**src/rtl/fft_mag_pkg.sv**
```systemverilog
// ============================================================================
// fft_mag_pkg: shared state encoding, defaults and width helper for fft_mag_stream.
// Revision: 1.0
// ============================================================================
`default_nettype none

package fft_mag_pkg;

   typedef enum logic [1:0] {
      WAIT_SOP = 2'd0,
      IN_FRAME = 2'd1,
      PAD      = 2'd2,
      DISCARD  = 2'd3
   } state_t;

   localparam int DW_DEFAULT       = 16;
   localparam int NSAMPLES_DEFAULT = 1024;

   function automatic int mag_width(input int dw);
      return 2 * dw + 1;
   endfunction

endpackage

`default_nettype wire

```
**src/rtl/fft_mag_sq_pipe.sv**
```systemverilog
// ============================================================================
// fft_mag_sq_pipe: 3-stage re^2+im^2 datapath; DC blanking under FFT_MAG_DC_BLANK_EN.
// Revision: 1.0
// ============================================================================
`default_nettype none

module fft_mag_sq_pipe
   import fft_mag_pkg::*;
#(
   parameter int DW = DW_DEFAULT,
   parameter int W  = mag_width(DW)
) (
   input  logic                 clk,
   input  logic                 reset,
   input  logic signed [DW-1:0] in_re,
   input  logic signed [DW-1:0] in_im,
   input  logic                 in_valid,
   input  logic                 in_first,
   output logic [W-1:0]         mag,
   output logic                 mag_valid
);

`ifdef FFT_MAG_DC_BLANK_EN
   localparam logic C_DC_BLANK = 1'b1;
`else
   localparam logic C_DC_BLANK = 1'b0;
`endif

   logic signed [DW-1:0]   re1, im1;
   logic signed [2*DW-1:0] p_re, p_im;
   logic                   v1, v2, first1, first2;
   logic [W-1:0]           sum;

   // Products are non-negative, so zero-extension to W is exact.
   assign sum = {{(W-2*DW){1'b0}}, p_re} + {{(W-2*DW){1'b0}}, p_im};

   always_ff @(posedge clk or posedge reset) begin
      if (reset) begin
         re1       <= '0;
         im1       <= '0;
         v1        <= 1'b0;
         first1    <= 1'b0;
         p_re      <= '0;
         p_im      <= '0;
         v2        <= 1'b0;
         first2    <= 1'b0;
         mag       <= '0;
         mag_valid <= 1'b0;
      end else begin
         re1       <= in_re;
         im1       <= in_im;
         v1        <= in_valid;
         first1    <= in_valid & in_first;
         p_re      <= re1 * re1;
         p_im      <= im1 * im1;
         v2        <= v1;
         first2    <= first1;
         mag       <= (C_DC_BLANK && first2) ? '0 : sum;
         mag_valid <= v2;
      end
   end

endmodule

`default_nettype wire

```
**src/rtl/fft_mag_stream.sv**
```systemverilog
// ============================================================================
// fft_mag_stream: frame-enforcing |X|^2 stream producer (pad short, truncate long).
// Optional macro FFT_MAG_DC_BLANK_EN zeroes bin 0.  Revision: 1.0
// ============================================================================
`default_nettype none

module fft_mag_stream
   import fft_mag_pkg::*;
#(
   parameter int NSamples = NSAMPLES_DEFAULT,
   parameter int DW       = DW_DEFAULT,
   parameter int W        = mag_width(DW),
   parameter int NBits    = $clog2(NSamples)
) (
   input  logic                 clk,
   input  logic                 reset,
   input  logic signed [DW-1:0] in_re,
   input  logic signed [DW-1:0] in_im,
   input  logic                 in_valid,
   input  logic                 in_sop,
   input  logic                 in_eop,
   output logic                 in_ready,
   output logic [W-1:0]         mag,
   output logic                 mag_valid,
   output logic                 frame_err,
   output logic [7:0]           err_count
);

   localparam logic [NBits-1:0] C_LAST = NBits'(NSamples - 1);

   state_t               state, state_nxt;
   logic [NBits-1:0]     cnt, cnt_nxt;
   logic                 accept, push, err;
   logic signed [DW-1:0] push_re, push_im;

   assign accept = in_valid & in_ready;

   always_ff @(posedge clk or posedge reset) begin
      if (reset) begin
         state     <= WAIT_SOP;
         cnt       <= '0;
         in_ready  <= 1'b1;
         frame_err <= 1'b0;
         err_count <= '0;
      end else begin
         state     <= state_nxt;
         cnt       <= cnt_nxt;
         in_ready  <= (state_nxt != PAD);
         frame_err <= err;
         if (err && err_count != 8'hFF)
            err_count <= err_count + 8'd1;
      end
   end

   always_comb begin
      state_nxt = state;
      cnt_nxt   = cnt;
      push      = 1'b0;
      err       = 1'b0;
      push_re   = in_re;
      push_im   = in_im;
      case (state)
         WAIT_SOP: begin
            if (accept) begin
               if (in_sop) begin
                  push      = 1'b1;
                  cnt_nxt   = NBits'(1);
                  state_nxt = in_eop ? PAD : IN_FRAME;
               end else begin
                  err = 1'b1;
               end
            end
         end
         IN_FRAME: begin
            if (accept) begin
               push = 1'b1;
               // A stray sop is kept as ordinary data; only flagged.
               if (in_sop)
                  err = 1'b1;
               if (cnt == C_LAST) begin
                  cnt_nxt = '0;
                  if (in_eop) begin
                     state_nxt = WAIT_SOP;
                  end else begin
                     state_nxt = DISCARD;
                     err       = 1'b1;
                  end
               end else begin
                  cnt_nxt = cnt + 1'b1;
                  if (in_eop) begin
                     state_nxt = PAD;
                     err       = 1'b1;
                  end
               end
            end
         end
         PAD: begin
            push    = 1'b1;
            push_re = '0;
            push_im = '0;
            if (cnt == C_LAST) begin
               cnt_nxt   = '0;
               state_nxt = WAIT_SOP;
            end else begin
               cnt_nxt = cnt + 1'b1;
            end
         end
         DISCARD: begin
            if (accept) begin
               if (in_eop) begin
                  state_nxt = WAIT_SOP;
               end else if (in_sop) begin
                  push      = 1'b1;
                  err       = 1'b1;
                  cnt_nxt   = NBits'(1);
                  state_nxt = IN_FRAME;
               end
            end
         end
         default: state_nxt = WAIT_SOP;
      endcase
   end

   fft_mag_sq_pipe #(
      .DW (DW),
      .W  (W)
   ) u_sq_pipe (
      .clk       (clk),
      .reset     (reset),
      .in_re     (push_re),
      .in_im     (push_im),
      .in_valid  (push),
      .in_first  (cnt == '0),
      .mag       (mag),
      .mag_valid (mag_valid)
   );

endmodule

`default_nettype wire
```
**config.mk**
```make
export PLATFORM = sky130hd
export DESIGN_NAME = fft_mag_stream
export DESIGN_NICKNAME = d
export VERILOG_FILES = /design/src/rtl/fft_mag_pkg.sv /design/src/rtl/fft_mag_sq_pipe.sv /design/src/rtl/fft_mag_stream.sv
export SDC_FILE = /design/constraint.sdc
export NUM_CORES = 1
export LEC_CHECK = 0
export CAP_MARGIN = 40
export CORE_ASPECT_RATIO = 0.9
export CORE_MARGIN = 8
export CORE_UTILIZATION = 48
export DETAILED_ROUTE_END_ITERATION = 12
export GPL_ROUTABILITY_DRIVEN = 0
export GPL_TIMING_DRIVEN = 0
export PLACE_DENSITY_LB_ADDON = 0.15
export SLEW_MARGIN = 40
export SYNTH_ARGS = -nofsm -noshare
export SYNTH_HDL_FRONTEND = slang
export SYNTH_HIERARCHICAL = 1
export SYNTH_SLANG_ARGS = --single-unit
```
**constraint.sdc**
```tcl
create_clock -name clk -period 19.44 [get_ports clk]
set_input_delay 3.888 -clock clk [delete_from_list [all_inputs] [get_ports clk]]
set_output_delay 3.888 -clock clk [all_outputs]
set_load 0.01 [all_outputs]
```
==> results of run 1 <==
## placed cells by master (no fill, tap or decap), drive strengths merged, types with 6 or more instances in the layout
cell and n:
o21a 6, fa 468, nand4 16, nand2b 15, or2 8, nand2 198
mux2 6, a21o 28, a211oi 9, or3 6, xnor2 90, nor3 13
clkdlybuf4s50 79, xor2 29, nor2 111, ha 217, a21oi 75, o21ai 48
and2 81, inv 656, o31ai 7, o211ai 17, o21bai 13, nand3 32
a31oi 9, clkbuf 69, a31o 10, buf 11, and3 8, nor2b 46
dfrtp 151
## cell type report
type	instances	area, um2	area share, %
clock buffer	18	429.2	1.624
multi-input combinational	1615	17640	66.75
tap	680	850.8	3.219
buffer	60	252.7	0.9563
timing repair buffer	81	845.8	3.200
sequential	152	3805	14.40
clock inverter	14	161.4	0.6107
inverter	649	2444	9.246
## routing by layer
layer | vias up | part of all wire, %
met5 | - | 0
met4 | 0 | 2.0
met3 | 54 | 6.6
met2 | 408 | 47
met1 | 8414 | 44
li1 | 7661 | -
## per-stage QoR
| step | utilization [%] | setup slack, ns |
|---|---|---|
| final | 52.79 | 12.12 |
| after global routing | 52.79 | 11.81 |
| after CTS | 52.79 | 12.16 |
| after detailed placement | 51.61 | 12.18 |
| after global placement | 51.48 | 10.10 |
| after floorplan | - | 12.08 |
## flip-flops by register name (all words and copies together) (netlist names)
| register | count |
|---|---|
| u_sq_pipe/mag | 33 |
| u_sq_pipe/p_im | 31 |
| u_sq_pipe/p_re | 31 |
| u_sq_pipe/im1 | 16 |
| u_sq_pipe/re1 | 16 |
| cnt | 10 |
| err_count | 8 |
| state | 2 |
| frame_err | 1 |
| in_ready | 1 |
| u_sq_pipe/mag_valid | 1 |
| u_sq_pipe/v1 | 1 |
| u_sq_pipe/v2 | 1 |
## worst max path at each step
stage                                     to  slack, ns  cells past startpoint
after CTS                 u_sq_pipe/p_im[31]      12.16                     22
final                     u_sq_pipe/p_im[31]      12.12                     22
after global placement     u_sq_pipe/im1[14]      10.10                      2
after detailed placement  u_sq_pipe/p_im[31]      12.18                     22
after floorplan             u_sq_pipe/im1[0]      12.08                      1
after global routing      u_sq_pipe/p_im[31]      11.81                     22
## critical path, stage by stage, from the launching register on
cell	delay (ns)
dfrtp_1	0.37
clkbuf_1	0.27
inv_1	0.34
buf_1	0.58
nor2_1	0.14
fa_1	0.74
fa_1	0.51
fa_1	0.49
fa_1	0.52
fa_1	0.49
inv_1	0.05
fa_1	0.47
inv_1	0.04
ha_1	0.26
buf_2	0.16
a21oi_1	0.28
o21ai_1	0.18
a211oi_2	0.29
a2111oi_2	0.14
a221oi_2	0.39
o2111ai_1	0.18
a21oi_1	0.19
xnor2_1	0.14
==> results.md, run 1 <==
* Worst Reg-to-Reg Cells at 22
* Final Setup Violations at 0
* Sink Count at ~150
* CP Max Fanout at 10
* Syn Nets at about 3.2k
* Vias in the first global route at about 18k
* Die area at 0.05772 mm2
* Endpoint, Worst Hold: u_sq_pipe/v2
* # Max-Cap Violations at 0
* GR met2 Demand/Resource at about a third
* Worst Path Required at around 20 ns
* Share of cells above drive strength 1 at 3.438%
* Antenna-violating nets left at 0
* RSZ-0062 raised after global routing: false
* Met3 GRT Util at 4.001%
* Fmax at ~140 MHz
* Via Count at between 15k and 20k
* Initial core utilization at between 40% and 50%
* Placed inst area at between 0.02 and 0.03 mm2
* Fin. Hold Viols at 0
* WL per Instance at ~16 um
* Hold Path Class: reg -> reg
* CTS H-Tree Depth at 4
* Worst-skew pair later-pin latency at 0.48 ns
* Slew Limit Fails at 0
* GRT met1 Usage at between 20% and 30%
* Antenna cells at 0
* Via-to-Cell Ratio at between 5 and 6
* Fin area at between 0.02 and 0.03 mm2
* Most Used Layer, Global Route: met2
* Root Driver: clkbuf_16
* Input/output buffers at 79
* Max-slew headroom at between 40% and 50%
* Worst EP arrival at about 7.7 ns
* Die width at roughly 250 um
* Syn Area/Cell at around 9.7 um2
* Die H at 228.7 um
* Largest net degree at the start of global routing at 64
* CTS Buf Count at 17
* Setup bufs post-CTS at 0
* Period minus WS final at 7.317 ns
* Worst reg2reg path startpoint: u_sq_pipe/im1[15]
* Hold Slack at between 0.3 and 0.4 ns
* Fin nets at roughly 3.3k
* Clock skew at 0.02140 ns
* First-pass GRT wire length at about 91000 um
* Total Routing Usage GR at 19.81%
* Worst-path clk slew at ~0.070 ns
* Hold depth at 0
* Setup crit start: u_sq_pipe/im1[15]
* Maximum clock path buffer count at 2
* Post-DP HPWL at 45380 um
* IO Count at just over 80
* Final Cycle Share at between 30% and 40%
* Placed cells at 3237
* Worst-margin pin slew at between 0.8 and 0.9 ns
* R2R Setup Slk at between 10 and 15 ns
* Post-CTS Resized at 0
* Reg-to-reg endpoint: u_sq_pipe/p_im[31]
* Area added between synthesis and finish at 9.514%
* CTS tree: yes
* Critical Path Sink Type: register
* Initial antenna violation count at 4
* Overflow after GRT at 0
* Origin of the worst min-delay path: u_sq_pipe/v1
* Synth warn at 6
* Drt pass-1 iters at 5
* WS Path Type: reg -> reg
* Core area at between 0.05 and 0.06 mm2
* Startpoint types: register
* Routed WL at ~53000 um
* Post-cts hold buffer count at 0
* Mapped Area at between 0.02 and 0.025 mm2
* DR iter-0 viols at between 900 and 1k
* Post-Route Setup TNS at 0 ns
* Post-Syn Instances at about 2.5k
* Post-route non-filler standard cell count at ~3.3k
* Fillers at ~4.6k
* Drt drc at 0
* Core Rows at 78
* Status: finished clean
Power of run 1 is left out: the tool's default activity adds up to more than one toggle a clock period on the data nets, which glitch-free logic cannot reach.
==> inputs of run 2 (changes only) <==
==> constraint.sdc (replaced) <==
create_clock -name clk -period 6.3 [get_ports clk]
set_input_delay 1.26 -clock clk [delete_from_list [all_inputs] [get_ports clk]]
set_output_delay 1.26 -clock clk [all_outputs]
set_load 0.01 [all_outputs]
==> results.md, run 2 (same netlist as run 1, synthesis figures left out) <==
* Status: finished clean
* Share of cells above drive strength 1 at 9.696%
* Total Routing Usage GR at 19.90%
* Die area at between 0.05 and 0.06 mm2
* Levels on crit path at 21
* Overflow after GRT at 0
* Core area at ~0.05 mm2
* Routed WL at 54200 um
* Core Rows at between 70 and 80
* Worst-margin pin slew at 0.8569 ns
* Fmax at 163.5 MHz
* WL per Instance at 16.38 um
* Hold Path Class: reg -> reg
* DR iter-0 viols at roughly 960
* Fin nets at approximately 3.3k
* Critical Path Sink Type: register
* Area added between synthesis and finish at 13.17%
* CP Cell Sequence: clkbuf_4 -> nand2_1 -> fa_1 -> fa_1 -> fa_1 -> inv_1 -> fa_1 -> fa_1 -> inv_1 -> fa_1 -> inv_1 -> ha_1 -> buf_2 -> a21oi_1 -> nor2b_1 -> o21ai_0 -> a211o_1 -> a31oi_2 -> a2111oi_4 -> or2_1 -> o211ai_1
* Largest delay contributor family on the critical path: adder cells
* Worst-skew pair later-pin latency at approximately 0.48 ns
* Largest register FFs at 33
* Hold depth at 0
* Slew Limit Fails at 0
* Initial antenna violation count at 3
* CTS tree: yes
* Period minus WS final at 6.115 ns
* Leading cell type in the layout, fill and taps excluded: inv_1
* Antenna-violating nets left at 0
* Input/output buffers at approximately 80
* Top cell by count, worst path: fa_1
* Root Driver: clkbuf_16
* # Max-Cap Violations at 0
* Post-DP HPWL at 45380 um
* Drt drc at 0
* Setup WS pre-CTS at -0.9578 ns
* Via Count at 16.74k
* Initial core utilization at between 40% and 50%
* CP Buf/Inv Count at 5
* Most frequent cells in the layout: 639 x inv_1, 461 x fa_1, 208 x ha_1
* Sink Count at approximately 150
* Max-slew headroom at between 40% and 50%
* Final Cycle Share at about 97%
* Sequential Area at approximately 0.0038 mm2
* Vias in the first global route at approximately 18k
* Worst EP arrival at 6.43 ns
* Worst-path clk slew at ~0.070 ns
* Via-to-Cell Ratio at roughly 5.1
* IO Count at a little over 80
* Drt pass-1 iters at 5
* Die H at 228.7 um
* Hold Slack at 0.3565 ns
* CTS Buf Count at 17
* Worst Path Required at 6.61 ns
* Largest net degree at the start of global routing at 64
* First-pass GRT wire length at about 91000 um
* CP Max Fanout at 10
* Startpoint types: register
* RSZ-0062 raised after global routing: true
* Multi-input logic area at ~0.018 mm2
* WS Path Type: reg -> reg
* Fillers at about 4.5k
* Clock skew at approximately 0.023 ns
* Die width at 252.4 um
* Antenna cells at 0
* Top Registers: u_sq_pipe/mag x33, u_sq_pipe/p_im x31, u_sq_pipe/p_re x31
* Fin. Hold Viols at 0
* Setup WS post-layout at between 0.15 and 0.2 ns
* CP max stage delay at roughly 0.58 ns
* Maximum clock path buffer count at 2
* Largest register by flop count: u_sq_pipe/mag
* Post-cts hold buffer count at 0
* Final Setup Violations at 0
* Slowest cell on crit path: fa_1
* Worst Reg-to-Reg Cells at 21
* CTS H-Tree Depth at 4
## run 2: changes by cell type in the layout (fill, tap and decap cells not counted), sizes merged
cell	change
buf	+68
clkbuf	-27
clkinvlp	+1
inv	-1
## run 2: per-stage QoR
step / TNS [ns] / util, % / cells / area, um2
floorplan: 0 / - / 2476 / 24130
global placement: -64.09 / 51.48 / 3235 / 25770
detailed placement: -12.84 / 51.61 / 3237 / 25840
CTS: -0.05386 / 53.36 / 3274 / 26720
global route: -0.08299 / 54.55 / 3310 / 27310
finish: 0 / 54.55 / 3310 / 27310
## run 2: final cells by class
cell class              instances  share of cell area, %
plain buffers                  49                  1.379
clock buffers                  18                  1.571
clock inverters                14                 0.5910
inverters                     649                  8.979
multi-input cells            1615                  65.63
flip-flops and latches        152                  14.04
well taps                     680                  3.115
repair buffers                133                  4.691
## run 2: per-layer routing
layer  routed length (um)  vias to the layer above  global-route usage [%]
li1                     -                     7747                       -
met1                23990                     8564                   27.51
met2                25710                      382                   31.64
met3                 3460                       51                   4.206
met4                 1048                        0                   5.187
met5                    0                        -                       0
## run 2: path summary, 6_finish.rpt
| kind | slack, ns | startpoint | endpoint |
|---|---|---|---|
| max | 0.18 | u_sq_pipe/im1[5] | u_sq_pipe/p_im[30] |
| min | 0.36 | u_sq_pipe/v1 | u_sq_pipe/v2 |
| max reg2reg | 0.18 | u_sq_pipe/im1[5] | u_sq_pipe/p_im[30] |
| min reg2reg | 0.36 | u_sq_pipe/v1 | u_sq_pipe/v2 |
| max in group asynchronous | 4.27 | reset | u_sq_pipe/im1[3] |
| min in group asynchronous | 1.16 | reset | u_sq_pipe/p_re[31] |
## run 2: timing repair
action | 4_1_cts | 5_1_grt
gates resized for setup | 95 | 118
setup buffers | 13 | 39
pin swaps | 12 | 37
setup endpoints to repair | 29 | 19
gates cloned | 0 | 0
## run 2: worst reg2reg max path, stage by stage (launching register included)
cell and delay, ns:
dfrtp_2 0.47, clkbuf_4 0.29, nand2_1 0.15, fa_1 0.58
fa_1 0.44, fa_1 0.52, inv_1 0.06, fa_1 0.49
fa_1 0.49, inv_1 0.05, fa_1 0.47, inv_1 0.04
ha_1 0.25, buf_2 0.17, a21oi_1 0.16, nor2b_1 0.06
o21ai_0 0.22, a211o_1 0.24, a31oi_2 0.15, a2111oi_4 0.40
or2_1 0.19, o211ai_1 0.10
Power of run 2 is left out for the same reason.
